[src/rtl/mem_ctrl_arbiter.sv]
// Byte-serial memory port arbiter: MEM loads/stores take priority over IF fetches.
// Optional IO write throttling is enabled with `define MEM_CTRL_IO_STALL_EN.
module mem_ctrl_arbiter #(
  parameter int ADDR_WIDTH  = 32,
  parameter int RAM_LATENCY = 1
) (
  input  logic                  clk_in,
  input  logic                  rst_in,
  input  logic                  rdy,
  input  logic                  inst_req_in,
  input  logic [ADDR_WIDTH-1:0] inst_addr_in,
  input  logic                  read_req_in,
  input  logic                  write_req_in,
  input  logic [ADDR_WIDTH-1:0] data_addr_in,
  input  logic [31:0]           data_val_in,
  input  logic [2:0]            store_len_in,
`ifdef MEM_CTRL_IO_STALL_EN
  input  logic                  io_buffer_full,
`endif
  output logic                  inst_done_out,
  output logic [31:0]           inst_out,
  output logic                  mem_done_out,
  output logic [31:0]           mem_val_read_out,
  output logic [1:0]            busy_out,
  input  logic [7:0]            mem_din,
  output logic [7:0]            mem_dout,
  output logic [ADDR_WIDTH-1:0] mem_a,
  output logic                  mem_wr
);

  localparam logic [2:0] LAT = 3'(RAM_LATENCY);

  typedef enum logic [2:0] {IDLE, IF_RD, D_RD, D_WR, DONE} state_t;

  state_t                  state, state_nxt;
  logic [2:0]              cnt, cnt_nxt;
  logic [2:0]              len;
  logic                    is_inst;
  logic [31:0]             result;
  logic [ADDR_WIDTH-1:0]   base;
  logic [31:0]             wdata;
  logic [2:0]              offs;
  logic                    take_wr, take_rd, take_if, capture;
  logic                    idle_io_wait, wr_stall;

`ifdef MEM_CTRL_IO_STALL_EN
  logic io_store;

  assign idle_io_wait = write_req_in && (data_addr_in[17:16] == 2'b11) && io_buffer_full;
  assign wr_stall     = io_store && io_buffer_full;
`else
  assign idle_io_wait = 1'b0;
  assign wr_stall     = 1'b0;
`endif

  // Read states count one extra cycle past the last address so the final byte lands.
  always_comb begin
    state_nxt = state;
    cnt_nxt   = cnt;
    take_wr   = 1'b0;
    take_rd   = 1'b0;
    take_if   = 1'b0;
    capture   = 1'b0;
    if (rdy) begin
      case (state)
        IDLE: begin
          cnt_nxt = 3'd0;
          if (write_req_in) begin
            if (!idle_io_wait) begin
              take_wr   = 1'b1;
              state_nxt = D_WR;
            end
          end else if (read_req_in) begin
            take_rd   = 1'b1;
            state_nxt = D_RD;
          end else if (inst_req_in) begin
            take_if   = 1'b1;
            state_nxt = IF_RD;
          end
        end
        IF_RD, D_RD: begin
          if (state == IF_RD && (read_req_in || write_req_in)) begin
            state_nxt = IDLE;
            cnt_nxt   = 3'd0;
          end else begin
            capture = (cnt >= LAT);
            if (cnt == len + LAT - 3'd1) begin
              state_nxt = DONE;
              cnt_nxt   = 3'd0;
            end else begin
              cnt_nxt = cnt + 3'd1;
            end
          end
        end
        D_WR: begin
          if (!wr_stall) begin
            if (cnt == len - 3'd1) begin
              state_nxt = DONE;
              cnt_nxt   = 3'd0;
            end else begin
              cnt_nxt = cnt + 3'd1;
            end
          end
        end
        DONE:    state_nxt = IDLE;
        default: state_nxt = IDLE;
      endcase
    end
  end

  // While frozen, point the RAM at the byte awaiting capture so it is on mem_din when rdy returns.
  always_comb begin
    mem_wr        = 1'b0;
    mem_a         = '0;
    mem_dout      = 8'h00;
    busy_out      = 2'b00;
    inst_done_out = 1'b0;
    mem_done_out  = 1'b0;
    offs          = cnt;
    case (state)
      IDLE: begin
        if (idle_io_wait) busy_out = 2'b10;
      end
      IF_RD, D_RD: begin
        busy_out = (state == IF_RD) ? 2'b01 : 2'b10;
        if (!rdy && cnt >= LAT) offs = cnt - LAT;
        mem_a = base + {{(ADDR_WIDTH-3){1'b0}}, offs};
      end
      D_WR: begin
        busy_out = 2'b10;
        mem_a    = base + {{(ADDR_WIDTH-3){1'b0}}, cnt};
        mem_dout = wdata[{cnt[1:0], 3'b000} +: 8];
        mem_wr   = rdy && !wr_stall;
      end
      DONE: begin
        inst_done_out = rdy && is_inst;
        mem_done_out  = rdy && !is_inst;
      end
      default: ;
    endcase
  end

  assign inst_out         = result;
  assign mem_val_read_out = result;

  always_ff @(posedge clk_in or negedge rst_in) begin
    if (!rst_in) begin
      state   <= IDLE;
      cnt     <= 3'd0;
      len     <= 3'd0;
      is_inst <= 1'b0;
      result  <= 32'h0;
`ifdef MEM_CTRL_IO_STALL_EN
      io_store <= 1'b0;
`endif
    end else begin
      state <= state_nxt;
      cnt   <= cnt_nxt;
      if (take_wr) begin
        len     <= store_len_in + 3'd1;
        is_inst <= 1'b0;
        result  <= 32'h0;
`ifdef MEM_CTRL_IO_STALL_EN
        io_store <= (data_addr_in[17:16] == 2'b11);
`endif
      end
      if (take_rd) begin
        len     <= store_len_in;
        is_inst <= 1'b0;
        result  <= 32'h0;
      end
      if (take_if) begin
        len     <= 3'd4;
        is_inst <= 1'b1;
        result  <= 32'h0;
      end
      for (int b = 0; b < 4; b++) begin
        if (capture && cnt == 3'(b) + LAT) result[8*b +: 8] <= mem_din;
      end
    end
  end

  // Address and store data are only meaningful inside a transfer, so they carry no reset.
  always_ff @(posedge clk_in) begin
    if (take_wr) begin
      base  <= data_addr_in;
      wdata <= data_val_in;
    end else if (take_rd) begin
      base <= data_addr_in;
    end else if (take_if) begin
      base <= inst_addr_in;
    end
  end

endmodule

[config.mk]
export PLATFORM = sky130hd
export DESIGN_NAME = mem_ctrl_arbiter
export DESIGN_NICKNAME = d
export VERILOG_FILES = /design/src/rtl/mem_ctrl_arbiter.sv
export SDC_FILE = /design/constraint.sdc
export NUM_CORES = 1
export LEC_CHECK = 0
export BUFFER_PORTS_ARGS = -buffer_cell sky130_fd_sc_hd__clkbuf_2
export CORE_ASPECT_RATIO = 1.2
export CORE_MARGIN = 2
export CORE_UTILIZATION = 45
export CTS_BUF_LIST = sky130_fd_sc_hd__clkbuf_8
export CTS_CLUSTER_DIAMETER = 150
export DETAILED_ROUTE_END_ITERATION = 6
export PLACE_DENSITY = 0.75
export SLEW_MARGIN = 20
export SYNTH_ARGS = -nofsm -noshare
export SYNTH_HDL_FRONTEND = slang
export SYNTH_SLANG_ARGS = --single-unit
[constraint.sdc]
create_clock -name clk_in -period 8 [get_ports clk_in]
set_input_delay 0.8 -clock clk_in [delete_from_list [all_inputs] [get_ports clk_in]]
set_output_delay 0.8 -clock clk_in [all_outputs]
set_load 0.01 [all_outputs]
==> impl_metrics.py, run 1 <==
metrics = {
    "outcome": {
        "status": "complete, no violations",
    },
    "power": {
        "power_density_mw_per_mm2": 282,
        "leakage_nw": 3.14,
        "vdd_ir_drop_max_uv": 124,
    },
    "detailed_routing": {
        "vias": 4304,
        "ant_nets": 0,
        "drt_iter0_markers": 193,
        "firstDrtPassIters": 4,
        "vias_per_cell": 5.07,
        "wl_per_cell_microns": 15.5,
        "route.detailed.drc": 0,
        "routed_wl_microns": 13200,
    },
    "synthesis": {
        "yosys.area.top_type": "edfxtp_1",
        "synth_cell_types": 46,
        "synth_edf_count": 64,
        "yosysMostFrequentCell": "edfxtp_1",
        "yosysWarnings": 0,
        "ys_seq_area_share_pct": 52.1,
        "synth_top_flop_cell": "edfxtp_1",
        "synth_common_cells": "edfxtp_1, dfrtp_1, nand2_1",
        "yosysTopAreaCellShare_pct": 33.7,
        "syn_area_per_cell_sq_um": 11.4,
        "netlist_area_sq_mm": 0.00571,
        "ys_async_sr_fraction_pct": 39.6,
        "synth-seq-cells": 106,
        "syn-num-nets": 627,
        "ys_top_cells_by_area": "edfxtp_1, dfrtp_1, mux2_2",
        "postSynthCellCount": 502,
    },
    "timing": {
        "timing.fmax_mhz": 193,
        "report.final.slew_viol_count": 0,
        "clock_skew_ps": 10.2,
        "relSlewSlack_pct": 34.3,
        "hold_viol": 0,
        "worst_pin_slew_ps": 980,
        "rsz0062_at_grt": "false",
        "period_share_pct": 64.8,
        "fin_setup_tns_ps": 0,
        "period_needed_ps": 5180,
        "setup_viol": 0,
        "hold_ws_ps": 537,
    },
    "global_route": {
        "grt_use_total_pct": 19.4,
        "grt_pass1_vias": 4180,
        "grt_first_pass_wirelength_microns": 20600,
        "grt_antenna_before_repair": 0,
        "grt_max_degree": 43,
        "overflow": 0,
    },
    "clock_tree": {
        "cts-buffers-inserted": 9,
        "cts_hold_buf": 0,
        "cts_tree": "built",
        "cts.sinks": 106,
        "root_buffer": "clkbuf_8",
        "cts_setup_buffers": 0,
        "ctsResizeCount": 0,
        "clkTransAtPathRegs_ps": 100,
        "h-tree-depth": 3,
        "clk_latency_ps": 370,
        "cts_buffer_depth": 2,
    },
    "critical_path": {
        "r2r-start": "state[2]$_DFFE_PN0P_",
        "critPathMaxFanout": 15,
        "reg2reg_slack_ps": 5460,
        "crit_required_ps": 7200,
        "reg2reg_to": "base[18]$_DFFE_PP_",
        "r2r_cells": 4,
        "crit_type": "reg -> out",
        "critPathCaptureType": "primary output",
        "cp-start-kind": "flop",
        "crit_arrival_ps": 4380,
    },
    "cells_and_area": {
        "fin_cells": 849,
        "synthToLayoutAreaGrowth_pct": 21.0,
        "drive_gt1_share_pct": 42.0,
        "nets": 805,
        "antenna_cells": 0,
    },
    "hold_path": {
        "whs_endpoint": "inst_out[3]$_DFFE_PN0P_",
        "hp-class": "reg -> reg",
        "hold_depth": 2,
        "hold_path_startpoint": "inst_out[3]$_DFFE_PN0P_",
    },
    "die": {
        "die_w_microns": 107,
        "initial_core_util_pct": 45.7,
        "rows": 45,
        "ios": 222,
        "die_y_microns": 127,
        "dieArea_sq_mm": 0.0136,
        "core_sq_mm": 0.0125,
    },
    "placed_design": {
        "io_buffers": 221,
        "place.gp.congestion": 0.900,
        "dp_hpwl_microns": 10200,
        "placed_cells": 833,
    },
    "flow_run": {
        "timing.max_cap.violations": 0,
    },
}
==> worst max path at each step <==
stage,end,depth (start not counted),slack [ps],startpoint
after floorplan,mem_a[27],14,3620,cnt[1]$_DFFE_PN0P_
after global placement,mem_a[29],13,3340,cnt[1]$_DFFE_PN0P_
after detailed placement,mem_a[29],13,3190,cnt[1]$_DFFE_PN0P_
after CTS,mem_a[29],13,2760,cnt[1]$_DFFE_PN0P_
after global routing,mem_a[30],12,2340,cnt[1]$_DFFE_PN0P_
final,mem_a[29],13,2820,cnt[1]$_DFFE_PN0P_
==> routing by layer <==
metal / global-route usage, % / vias up / routed length, microns
met5: 0 / - / 0
met3: 4.18 / 11 / 928
met2: 36.1 / 165 / 6960
li1: - / 2096 / -
met1: 22.6 / 2032 / 5150
met4: 4.89 / 0 / 115
==> cells by family (layout without fill, tap and decap cells) <==
family	after synthesis	after routing	synth area share (%)
AO/OA/AOI/OAI	48	48	4.80
XOR/XNOR	31	31	5.00
buffers and inverters	81	264	7.56
AND/OR/NAND/NOR	160	160	14.1
multiplexers	64	64	13.7
flip-flops	106	106	52.1
adder cells (fa/ha/maj)	12	12	2.76
==> registers in the layout, indices dropped and copies added, names as in the netlist <==
name and cells:
cnt 3, wdata 32, base 32, is_inst 1, state 3, inst_out 32
len 3
==> report_power, final <==
| group | internal, mW | switching [mW] |
|---|---|---|
| clock network | 0.115 | 0.185 |
| logic | 0.356 | 0.472 |
| registers | 0.712 | 0.111 |
| total | 1.18 | 0.767 |
==> area by class of cell <==
cell class	instances	area, sq um
Fill cell	1112	5590
Tap cell	164	205
Clock inverter	7	53.8
Timing Repair Buffer	224	1140
Sequential cell	106	2970
Clock buffer	9	124
Multi-Input combinational cell	315	2320
Inverter	24	90.1
==> per-stage QoR <==
step           setup WS (ps)  power (mW)  utilization (%)  cell area [sq um]
3_3_place_gp            3340        1.64             53.7               6710
5_1_grt                 2340        2.10             55.2               6910
6_report                2820        1.95             55.2               6910
3_5_place_dp            3190        1.68             53.8               6730
4_1_cts                 2760        1.98             55.2               6910
2_1_floorplan           3620        1.38                -               5710
==> cell usage in the layout, fill, tap and decap left out, drive strengths merged, types with 9 or more instances in the layout <==
cell / count
nor3: 9
clkbuf: 229
ha: 11
nand3: 21
o21ai: 23
nor2: 35
a21oi: 12
nand2: 42
inv: 25
dfrtp: 42
and2: 10
xnor2: 17
edfxtp: 64
mux2: 32
xor2: 13
mux2i: 24
==> critical path, stage by stage (launching register included) <==
cell	delay (ps)
dfrtp_1	780
inv_1	210
ha_1	240
or3_1	340
o21ai_0	330
nor2_1	90
xnor2_1	140
ha_1	340
a21oi_1	90
and2_1	200
or4_1	520
or3_1	340
a21oi_1	200
clkbuf_2	170
No activity file was read; power rests on OpenSTA's default activity.
==> inputs of run 2 (changes only) <==
--- a/config.mk
+++ b/config.mk
@@ -12,7 +12,7 @@
 export CTS_BUF_LIST = sky130_fd_sc_hd__clkbuf_8
 export CTS_CLUSTER_DIAMETER = 150
 export DETAILED_ROUTE_END_ITERATION = 6
-export PLACE_DENSITY = 0.75
+export PLACE_DENSITY = 0.78
 export SLEW_MARGIN = 20
 export SYNTH_ARGS = -nofsm -noshare
 export SYNTH_HDL_FRONTEND = slang
==> constraint.sdc (replaced) <==
create_clock -name clk_in -period 4.3 [get_ports clk_in]
set_input_delay 0.43 -clock clk_in [delete_from_list [all_inputs] [get_ports clk_in]]
set_output_delay 0.43 -clock clk_in [all_outputs]
set_load 0.01 [all_outputs]
==> run 2 against run 1 <==
Effect of this change:
- clock power up 120%
- global-route usage about the same
- first-iteration DRC count up 12%
- utilization up 0.75 points
- wire length up 2.8%
- sequential cell count unchanged
- hold slack worse by 340 ps
- register-to-register slack worse by 3600 ps
- cell area up 1.4%
- clock skew down 2.5 ps
- via count up 2.3%
- cell count up 0.82%
- largest cell class unchanged
- highest routed layer unchanged
==> impl_metrics.py, run 2 (synthesis results as in run 1) <==
metrics = {
    "outcome": {
        "status": "complete, no violations",
    },
    "power": {
        "p_clk_share_pct": 17.7,
        "power_density_mw_per_mm2": 538,
        "seq_power_share_pct": 39.7,
        "power.net_switching_mw": 1.42,
        "internal-power_mw": 2.34,
        "vdd_ir_drop_max_uv": 255,
        "p_comb_share_pct": 42.6,
        "leakage_nw": 3.21,
        "p_sw_share_pct": 37.8,
    },
    "cells_and_area": {
        "mostFrequentLayoutCells": "clkbuf_2, edfxtp_1, nand2_1, dfrtp_1, nor2_1",
        "fin_util_pct": 56.0,
        "fin_cells": 856,
        "drive_gt1_share_pct": 42.8,
        "final_common_cell": "clkbuf_2",
        "nFillCells": 1078,
        "nets": 812,
        "synthToLayoutAreaGrowth_pct": 22.6,
        "antenna_cells": 0,
    },
    "clock_tree": {
        "root_buffer": "clkbuf_8",
        "cts_tree": "built",
        "cts-buffers-inserted": 9,
        "cts.sinks": 106,
        "clk_latency_ps": 360,
        "h-tree-depth": 3,
        "clkTransAtPathRegs_ps": 90,
        "cts_buffer_depth": 2,
    },
    "critical_path": {
        "critical_path.n_buffers_inverters": 2,
        "crit_required_ps": 3870,
        "critPathMaxFanout": 16,
        "slowest_delay_ps": 470,
        "worstPathCellList": "buf_4 > or3_1 > o21ai_2 > nor2_1 > xnor2_1 > ha_1 > a21oi_1 > and2_1 > or4_4 > or3_1 > a21oi_1 > clkbuf_2",
        "crit_arrival_ps": 3560,
        "critPathSlowestCell": "or4_4",
        "cp_top_family": "simple AND/OR/NAND/NOR gates",
        "critPathCaptureType": "primary output",
        "cp-start-kind": "flop",
        "crit_type": "reg -> out",
    },
    "timing": {
        "period_needed_ps": 3990,
        "rsz0062_at_grt": "false",
        "worst_pin_slew_ps": 1010,
        "period_share_pct": 92.7,
        "clock_skew_ps": 7.73,
        "fin_setup_tns_ps": 0,
        "timing.fmax_mhz": 251,
        "setup_viol": 0,
        "report.final.slew_viol_count": 0,
        "relSlewSlack_pct": 32.6,
        "hold_viol": 0,
    },
    "detailed_routing": {
        "met2_length_microns": 7130,
        "wl_per_cell_microns": 15.8,
        "route.detailed.drc": 0,
        "vias_per_cell": 5.15,
        "firstDrtPassIters": 4,
        "wl_met3_microns": 1030,
        "drt_iter0_markers": 216,
        "m1WireLength_microns": 5160,
        "routed_wl_microns": 13500,
        "routed.top_layer": "met4",
        "ant_nets": 0,
        "vias": 4405,
    },
    "global_route": {
        "grt_pass1_vias": 4244,
        "grt_first_pass_wirelength_microns": 20600,
        "grt_max_degree": 43,
        "grt_use_total_pct": 19.4,
        "overflow": 0,
        "grt_antenna_before_repair": 0,
    },
    "die": {
        "die_w_microns": 107,
        "dieArea_sq_mm": 0.0136,
        "die_y_microns": 127,
        "rows": 45,
        "initial_core_util_pct": 45.7,
        "ios": 222,
        "core_sq_mm": 0.0125,
    },
    "hold_path": {
        "hp-class": "in -> async",
    },
    "placed_design": {
        "io_buffers": 221,
        "placed_cells": 836,
        "place.gp.congestion": 0.880,
        "dp_hpwl_microns": 10500,
    },
    "flow_run": {
        "timing.max_cap.violations": 0,
    },
}
[run 2: cell types whose count changed in the layout (fill, tap and decap cells not counted), moves of 2 or more]
| cell | before | now |
|---|---|---|
| buf_4 | 2 | 10 |
| bufinv_16 | 0 | 2 |
| clkinvlp_4 | 2 | 0 |
| inv_1 | 24 | 26 |
[run 2: power by group through the flow]
stage                     registers, mW  clock network [mW]  logic (mW)
after detailed placement           1.52                   0        1.60
after global placement             1.50                   0        1.56
final                              1.49               0.667        1.60
after CTS                          1.50               0.682        1.61
after global routing               1.52               0.728        1.77
after floorplan                    1.47                   0        1.10
[run 2: final cells by class]
class | instances | area, sq um | share of cell area [%]
Clock buffer | 10 | 138 | 1.97
Timing Repair Buffer | 231 | 1180 | 16.9
Inverter | 24 | 90.1 | 1.29
Tap cell | 164 | 205 | 2.93
Sequential cell | 106 | 2970 | 42.5
Clock inverter | 6 | 85.1 | 1.22
Multi-Input combinational cell | 315 | 2330 | 33.2
[run 2: worst register-to-register path, stage by stage (launching register included)]
cell	delay, ps
dfrtp_1	480
nand2b_1	280
nor3_1	430
o31ai_4	130
buf_4	260
inv_1	90
buf_4	380
[run 2: metrics by stage]
step | hold WS (ps) | setup WS [ps] | power (mW) | instance area [sq um]
2_1_floorplan | 134 | 288 | 2.57 | 5710
3_3_place_gp | 511 | 446 | 3.06 | 6740
3_5_place_dp | 523 | 320 | 3.12 | 6740
4_1_cts | 218 | 1.35 | 3.79 | 6960
5_1_grt | 207 | 20.3 | 4.02 | 7000
6_report | 199 | 312 | 3.76 | 7000
[run 2: path summary, 6_finish.rpt]
check                      slack [ps]                       end            startpoint  depth (start not counted)
max reg2reg                      1870        base[11]$_DFFE_PP_  state[2]$_DFFE_PN0P_                          6
min in group clk_in               240       wdata[11]$_DFFE_PP_       data_val_in[11]                          1
max in group asynchronous        3470        cnt[1]$_DFFE_PN0P_                rst_in                          1
max                               310                 mem_a[27]    cnt[0]$_DFFE_PN0P_                         12
min                               200  inst_out[18]$_DFFE_PN0P_                rst_in                          1
min reg2reg                       540       is_inst$_DFFE_PN0P_   is_inst$_DFFE_PN0P_                          2
[run 2: what timing repair did]
action                                  4_1_cts  5_1_grt
setup buffers                                 0        4
pin swaps                                     0        1
hold buffers                                  0        0
resized for setup                             1        3
endpoints found under the setup margin        5       16
[run 2: layer usage]
layer,vias to the layer above,global-route usage [%]
met5,-,0
met2,191,36.2
met4,0,6.34
met1,2081,21.9
met3,21,3.98
li1,2112,-
==> inputs of run 3 (changes only) <==
--- a/config.mk
+++ b/config.mk
@@ -8,11 +8,11 @@
 export BUFFER_PORTS_ARGS = -buffer_cell sky130_fd_sc_hd__clkbuf_2
 export CORE_ASPECT_RATIO = 1.2
 export CORE_MARGIN = 2
-export CORE_UTILIZATION = 45
+export CORE_UTILIZATION = 46
 export CTS_BUF_LIST = sky130_fd_sc_hd__clkbuf_8
 export CTS_CLUSTER_DIAMETER = 150
 export DETAILED_ROUTE_END_ITERATION = 6
-export PLACE_DENSITY = 0.78
+export PLACE_DENSITY = 0.79
 export SLEW_MARGIN = 20
 export SYNTH_ARGS = -nofsm -noshare
 export SYNTH_HDL_FRONTEND = slang
==> run 3 against run 2 <==
Effect of this change:
- sequential share of layout area grew 0.19 points
- sequential power is essentially flat
- critical path depth is the same
- worst setup slack lost 13 ps
- power shrank 2.3%
- cell area shrank 0.48%
- clock power shrank 13%
- die area shrank 2.1%
- via count shrank 0.86%
- combinational power is essentially flat
- critical endpoint unchanged
==> impl_metrics.py, run 3 (synthesis results as in run 1) <==
metrics = {
    "die": {
        "die_y_microns": 126,
        "initial_core_util_pct": 47.1,
        "ios": 222,
        "core_sq_mm": 0.0121,
        "rows": 44,
        "die_w_microns": 106,
        "dieArea_sq_mm": 0.0133,
    },
    "timing": {
        "worst_pin_slew_ps": 962,
        "setup_viol": 0,
        "period_share_pct": 93.0,
        "rsz0062_at_grt": "false",
        "clock_skew_ps": 13.5,
        "period_needed_ps": 4000,
        "hold_ws_ps": 201,
        "timing.fmax_mhz": 250,
        "hold_viol": 0,
        "fin_setup_tns_ps": 0,
        "relSlewSlack_pct": 35.5,
        "report.final.slew_viol_count": 0,
    },
    "power": {
        "power_density_mw_per_mm2": 528,
        "vdd_ir_drop_max_uv": 238,
        "finalPower_mw": 3.68,
        "leakage_nw": 3.19,
    },
    "critical_path": {
        "crit_arrival_ps": 3570,
        "r2r-start": "state[2]$_DFFE_PN0P_",
        "crit_required_ps": 3870,
        "crit_type": "reg -> out",
        "reg2reg_slack_ps": 1590,
        "critPathMaxFanout": 16,
        "r2r_cells": 6,
        "cp-start-kind": "flop",
        "critPathCaptureType": "primary output",
        "reg2reg_to": "base[6]$_DFFE_PP_",
    },
    "global_route": {
        "grt_use_total_pct": 18.9,
        "grt_pass1_vias": 4246,
        "grt_antenna_before_repair": 0,
        "overflow": 0,
        "grt_max_degree": 43,
        "grt_first_pass_wirelength_microns": 20100,
    },
    "clock_tree": {
        "cts-buffers-inserted": 9,
        "clkTransAtPathRegs_ps": 110,
        "cts_hold_buf": 0,
        "cts_buffer_depth": 2,
        "cts_tree": "built",
        "clk_latency_ps": 360,
        "root_buffer": "clkbuf_8",
        "cts.sinks": 106,
        "h-tree-depth": 3,
    },
    "cells_and_area": {
        "nets": 812,
        "mostFrequentLayoutCells": "clkbuf_2, edfxtp_1, nand2_1, dfrtp_1, nor2_1",
        "antenna_cells": 0,
        "synthToLayoutAreaGrowth_pct": 22.1,
        "nFillCells": 1046,
        "final_common_cell": "clkbuf_2",
        "drive_gt1_share_pct": 42.8,
    },
    "placed_design": {
        "io_buffers": 221,
        "dp_hpwl_microns": 9980,
        "place.gp.congestion": 0.921,
    },
    "detailed_routing": {
        "wl_per_cell_microns": 15.3,
        "firstDrtPassIters": 6,
        "vias_per_cell": 5.12,
        "vias": 4367,
        "routed_wl_microns": 13000,
        "route.detailed.drc": 0,
        "drt_iter0_markers": 314,
        "ant_nets": 0,
    },
    "flow_run": {
        "timing.max_cap.violations": 0,
    },
    "hold_path": {
        "hp-class": "in -> async",
    },
    "outcome": {
        "status": "complete, no violations",
    },
}
run 3: metrics by stage:
stage / std cells / area, sq um / utilization (%) / setup slack [ps]
floorplan: 502 / 5710 / - / 288
global placement: 834 / 6750 / 55.7 / 552
detailed placement: 834 / 6750 / 55.7 / 469
CTS: 850 / 6940 / 57.3 / 43.2
global route: 853 / 6970 / 57.5 / 73.1
finish: 853 / 6970 / 57.5 / 299
run 3: layout make-up:
class	instances	area, sq um	area share [%]
Clock buffer	9	124	1.78
Multi-Input combinational cell	315	2330	33.5
Timing Repair Buffer	231	1180	17.0
Tap cell	161	201	2.89
Sequential cell	106	2970	42.7
Inverter	24	90.1	1.29
Clock inverter	7	65.1	0.934
run 3: what timing repair did:
action | 4_1_cts | 5_1_grt
resized for setup | 0 | 3
buffers inserted | 0 | 3
setup endpoints to repair | 0 | 14
run 3: how the worst max path moves through the flow:
stage / to / from / cells after the start
after floorplan: mem_a[27] / cnt[1]$_DFFE_PN0P_ / 14
after CTS: mem_a[27] / cnt[0]$_DFFE_PN0P_ / 12
after detailed placement: mem_a[27] / cnt[0]$_DFFE_PN0P_ / 12
final: mem_a[27] / cnt[0]$_DFFE_PN0P_ / 12
after global routing: mem_a[27] / cnt[1]$_DFFE_PN0P_ / 13
after global placement: mem_a[27] / cnt[0]$_DFFE_PN0P_ / 12
run 3: critical path, cell delays in order, from the launching register on:
cell and delay, ps:
dfrtp_1 400, buf_4 220, or3_1 420, o21ai_2 190, nor2_1 70, xnor2_1 140, ha_1 350, a21oi_1 100
and2_1 200, or4_4 470, or3_1 370, a21oi_1 150, clkbuf_2 150
run 3: routing by layer:
metal  GRT usage [%]  routed length [microns]
met3            3.42                      819
met5               0                        0
met2            33.4                     6680
met1            23.1                     5360
met4            7.12                      176
run 3: where the power goes:
part / internal (mW) / switching, mW
clock network: 0.223 / 0.360
logic: 0.675 / 0.934
registers: 1.33 / 0.161
